[config.mk]
export PLATFORM = sky130hd
export DESIGN_NAME = imem_arbiter
export DESIGN_NICKNAME = d
export VERILOG_FILES = /design/src/rtl/imem_arbiter.sv
export SDC_FILE = /design/constraint.sdc
export NUM_CORES = 1
export LEC_CHECK = 0
export ABC_AREA = 0
export CORE_UTILIZATION = 28
export CTS_BUF_LIST = sky130_fd_sc_hd__clkbuf_8 sky130_fd_sc_hd__clkbuf_16
export DETAILED_ROUTE_END_ITERATION = 8
export SLEW_MARGIN = 20
export SYNTH_ARGS = -nofsm -noshare
export SYNTH_HDL_FRONTEND = slang
export SYNTH_SLANG_ARGS = --single-unit
[constraint.sdc]
create_clock -name clk -period 8.46 [get_ports clk]
set_input_delay 1.692 -clock clk [delete_from_list [all_inputs] [get_ports clk]]
set_output_delay 1.692 -clock clk [all_outputs]
set_load 0.005 [all_outputs]
[src/rtl/imem_arbiter.sv]
// ============================================================================
// Module   : imem_arbiter
// Purpose  : Shares one combinational instruction-ROM read port between IF
//            and LS requesters; one-cycle registered response, address
//            range/alignment error flag, saturating IF stall counter.
//            Define ARB_RR_EN for round-robin contention, else LS wins.
// Revision : 1.0 - initial release
// ============================================================================
`default_nettype none

module imem_arbiter #(
  parameter int unsigned                ADDRESS_WIDTH = 32,
  parameter logic [ADDRESS_WIDTH-1:0]   BASE_ADDR     = 32'hBFC00000,
  parameter int unsigned                MEM_BYTES     = 4096
) (
  input  logic                      clk,
  input  logic                      rst,
  input  logic                      if_req_valid,
  input  logic [ADDRESS_WIDTH-1:0]  if_req_addr,
  output logic                      if_req_ready,
  output logic                      if_rsp_valid,
  output logic [ADDRESS_WIDTH-1:0]  if_rsp_data,
  output logic                      if_rsp_err,
  input  logic                      ls_req_valid,
  input  logic [ADDRESS_WIDTH-1:0]  ls_req_addr,
  output logic                      ls_req_ready,
  output logic                      ls_rsp_valid,
  output logic [ADDRESS_WIDTH-1:0]  ls_rsp_data,
  output logic                      ls_rsp_err,
  output logic [ADDRESS_WIDTH-1:0]  mem_addr,
  input  logic [ADDRESS_WIDTH-1:0]  mem_dout,
  output logic [15:0]               if_stall_cnt
);

  // Offset of the last legal word; comparing offsets avoids BASE+SIZE overflow.
  localparam logic [ADDRESS_WIDTH-1:0] c_last_offset = ADDRESS_WIDTH'(MEM_BYTES - 4);

  logic                     r_last_grant;
  logic                     w_ls_wins;
  logic                     w_grant_if;
  logic                     w_grant_ls;
  logic [ADDRESS_WIDTH-1:0] w_gnt_addr;
  logic [ADDRESS_WIDTH-1:0] w_offset;
  logic                     w_err;

`ifdef ARB_RR_EN
  assign w_ls_wins = ~r_last_grant;
`else
  // Fixed priority: LS always wins; last_grant is tracked but does not steer.
  assign w_ls_wins = r_last_grant | 1'b1;
`endif

  always_comb begin
    w_grant_if = 1'b0;
    w_grant_ls = 1'b0;
    if (!rst) begin
      w_grant_ls = ls_req_valid & (~if_req_valid | w_ls_wins);
      w_grant_if = if_req_valid & ~(ls_req_valid & w_ls_wins);
    end
  end

  assign if_req_ready = w_grant_if;
  assign ls_req_ready = w_grant_ls;

  always_comb begin
    w_gnt_addr = w_grant_ls ? ls_req_addr : if_req_addr;
    w_offset   = w_gnt_addr - BASE_ADDR;
    w_err      = (w_gnt_addr[1:0] != 2'b00) || (w_gnt_addr < BASE_ADDR) ||
                 (w_offset > c_last_offset);
    mem_addr   = BASE_ADDR;
    if ((w_grant_if || w_grant_ls) && !w_err) begin
      mem_addr = w_gnt_addr;
    end
  end

  always_ff @(posedge clk or posedge rst) begin
    if (rst) begin
      r_last_grant <= 1'b1;
      if_rsp_valid <= 1'b0;
      if_rsp_data  <= '0;
      if_rsp_err   <= 1'b0;
      ls_rsp_valid <= 1'b0;
      ls_rsp_data  <= '0;
      ls_rsp_err   <= 1'b0;
      if_stall_cnt <= 16'd0;
    end else begin
      if_rsp_valid <= w_grant_if;
      ls_rsp_valid <= w_grant_ls;
      if (w_grant_if) begin
        if_rsp_data <= w_err ? '0 : mem_dout;
        if_rsp_err  <= w_err;
      end
      if (w_grant_ls) begin
        ls_rsp_data <= w_err ? '0 : mem_dout;
        ls_rsp_err  <= w_err;
      end
      if (w_grant_if || w_grant_ls) begin
        r_last_grant <= w_grant_ls;
      end
      if (if_req_valid && !w_grant_if && (if_stall_cnt != 16'hFFFF)) begin
        if_stall_cnt <= if_stall_cnt + 16'd1;
      end
    end
  end

endmodule

`default_nettype wire
==> results list <==
* Status: complete, no violations
* Worst hold path type: reg2reg
- The completed layout was analyzed and its total power is 0.001008 W.
* Grt ovf: 0
* Async SR Flop Fraction: 1.000
- Height of the die: 120.2 µm
- Derived from the worst setup path, the maximum achievable clock frequency is 0.1598 GHz.
- DR vias/cell: 4.866
- Clock skew on the completed layout was measured at 0.007948 ns.
- Pin placement for this block handled 218 I/O pins.
- At the end of the flow, the number of nets in the layout was ~630.
- Number of search-and-repair iterations in the first detailed-routing pass: 4
- Clock transition time at the flip-flop clock pins of the worst setup and hold paths: 0.06 ns
- Headroom to the max-slew limit: 0.3416
- Area of the die: 0.01444 mm²
* Crit Path Category: in2out
- Crit path max fanout: 32
- The first routing iteration left 145 violations.
- In the global route stage, overall resource usage came out at 0.1738.
- Final Core Density: 0.4667
* CTS buffer count: 9
* Total Routed Length: 12070 µm
- Power spread over the standard cell area amounts to approximately 160 mW/mm².
- Period utilization: 0.7399
- After clock tree synthesis, the repair step resized 0 gates.
- Static Leak: approximately 2.6 nW
- Summed over all nets, the half-perimeter wirelength after detailed placement is 8649 µm.
- The Yosys step of the flow raised 0 warnings.
- Across the VDD grid, the largest voltage drop is between 0.1 and 0.15 mV.
- Layout-stage area growth over the synthesis result: 60.58%
- Post-CTS timing repair inserted 0 buffers for setup.
* Most frequent cell after synthesis: dfrtp_1
* # port buffers: 195
- Top cell types by occurrence after synthesis: 84 x dfrtp_1, 42 x nor2b_1, 32 x a32o_1
- Drt wl/cell: 17.02 µm
- Number of instances in the synthesized netlist: 341
* Post-layout min period: 6.260 ns
* Proportion of layout cells with a drive suffix above 1: 0.06004
- STA puts the critical path data arrival time at 4.57 ns.
- Delay of the slowest cell on the worst path: 0.56 ns
* CP Cell Sequence: clkdlybuf4s50_1 > nand2b_2 > buf_4 > nand4_1 > a222oi_1 > clkbuf_2 > nor2b_1 > clkdlybuf4s50_1
- Measured along the x axis, the die boundary spans about 120 µm.
- Max-capacitance violation count: 0
- RSZ-0062 raised after global routing: no
* Antenna violations before repair: 0
- At the pin with the least slew margin, the transition time is 0.9876 ns.
* Remaining antenna violation count after routing: 0
- Critical path capture point type: output port
* Post-synth EDFFs: 0
- Level count of the clock H-tree: 3
- Slowest stage cell on the critical path: clkdlybuf4s50_1
- TritonCTS clock tree: built
- At the worst endpoint, the required time is 6.77 ns.
- The number of hold violations in the final report is 0.
- Worst skew pair latency: 0.33 ns
- Fin. max-slew vios: 0
- In the routed design, unresolved DRC markers number 0.
- Largest net degree at the start of global routing: between 70 and 80
- The first global-routing pass estimated 19330 µm of wire.
- Syn_area_per_cell: 11.47 µm²
* Post-Synthesis Cell Area: 0.003910 mm²
- The total area inside the core boundary comes to 0.01345 mm².
* Yosys cell types: between 40 and 50
- Cell types with the largest area share after synthesis: dfrtp_1 54%, a32o_1 8.2%, a31o_1 6.7%
- The worst setup path is launched from an input pin.
- Broken down by cell family, the worst path's largest delay share belongs to buffers and inverters.
* Placer's final routability congestion estimate: 0.8481
* Root Buffer Master: clkbuf_16
- The initial utilization of the core area, before any placement, comes to 0.2906.
- Setup total negative slack on the finished layout was measured at 0 ns.
* Antenna diodes: 0
- Maximum root-to-sink buffer count: 2
- Hold repair after CTS inserted 0 buffers.
* Flip-flop and latch count after synthesis: 84
- CTS Sinks: 84
- Across all layers, the routed design uses 3450 vias.
- Buf+Inv Stages, Crit Path: 4
- By instance count, the cell type seen most on the critical path is clkdlybuf4s50_1.
- Cell accounting for the most synthesized area: dfrtp_1
* Share of the synthesized area in the top cell type: 0.5376
- In this run the core area contains 42 standard-cell rows.
- Setup violations remaining at the end of the flow were counted as 0.
- In the synthesized netlist the dominant register cell turns out to be dfrtp_1.
* Via count of the first global-routing pass: 3607
- Of the synthesized area, sequential elements account for 0.5376.
[area by class of cell]
type	instances	area, µm²
fillers	1276	7174
flip-flops and latches	84	2102
repair buffers	204	2017
multi-input cells	224	1609
clock buffers	9	225.2
well taps	176	220.2
clock inverters	7	85.08
inverters	5	20.02
[where the power goes]
group | total, W | leakage, nW | switching (W) | internal (W)
sequential | 0.000449 | 1.14 | 0.0000291 | 0.000420
combinational | 0.000150 | 1.32 | 0.0000583 | 0.0000920
clock | 0.000408 | 0.163 | 0.000153 | 0.000255
total | 0.00101 | 2.62 | 0.000241 | 0.000767
[flip-flops by register name, indices dropped and copies added, names as in the netlist]
signal        flops
ls_rsp_data      32
ls_rsp_err        1
if_rsp_data      32
if_stall_cnt     16
if_rsp_valid      1
if_rsp_err        1
ls_rsp_valid      1
[per-stage QoR]
| stage | hold WS (ns) | area, µm² | setup WS (ns) | cells |
|---|---|---|---|---|
| final | 0.4896 | 6279 | 2.200 | 709 |
| after CTS | 0.4941 | 6274 | 1.826 | 708 |
| after global routing | 0.5163 | 6279 | 1.935 | 709 |
| after global placement | 0.4742 | 5963 | 1.963 | 692 |
| after floorplan | 0.4844 | 3985 | 3.684 | 361 |
| after detailed placement | 0.4808 | 5963 | 1.837 | 692 |
[cells by family after synthesis]
group,count (synthesis),synth area share
muxes,2,0.005440
other,2,0.001921
buffers and inverters,53,0.07328
xor gates and xnor gates,13,0.02912
and+or+nand+nor,95,0.1466
adders and majority gates,1,0.003199
DFF,84,0.5376
AOI/OAI and AO/OA,91,0.2029
[routing by layer]
| metal | global-route usage | wire length [µm] |
|---|---|---|
| met4 | 0.04688 | 150 |
| met3 | 0.06274 | 1020 |
| met1 | 0.2093 | 4940 |
| met2 | 0.2917 | 5955 |
| met5 | 0 | 0 |
[final timing paths]
| path | endpoint | slack, ns | cells after the start | startpoint |
|---|---|---|---|---|
| worst max-delay path | mem_addr[3] | 2.20 | 8 | rst |
| worst min-delay path | ls_rsp_data[21] | 0.49 | 1 | ls_rsp_data[21] |
| worst max register to register | if_stall_cnt[15] | 6.35 | 5 | if_stall_cnt[4] |
| worst min register to register | ls_rsp_data[21] | 0.49 | 1 | ls_rsp_data[21] |
| max in group asynchronous | if_rsp_data[4] | 5.57 | 3 | rst |
| min in group asynchronous | if_stall_cnt[9] | 1.68 | 2 | rst |
[placed cells by master (no fill, tap or decap), drive strengths merged, types with 3 or more instances in the layout]
cell type / n
a21oi: 4
a22oi: 11
a31o: 32
a32o: 32
and4: 3
buf: 8
clkbuf: 10
clkdlybuf4s50: 195
clkinv: 3
conb: 22
dfrtp: 84
inv: 7
nand2: 6
nand3: 7
nand4: 6
nor2: 10
nor2b: 42
nor4: 6
o21ai: 3
xnor2: 6
xor2: 7
Note: power is estimated with default switching activity, not from simulation.
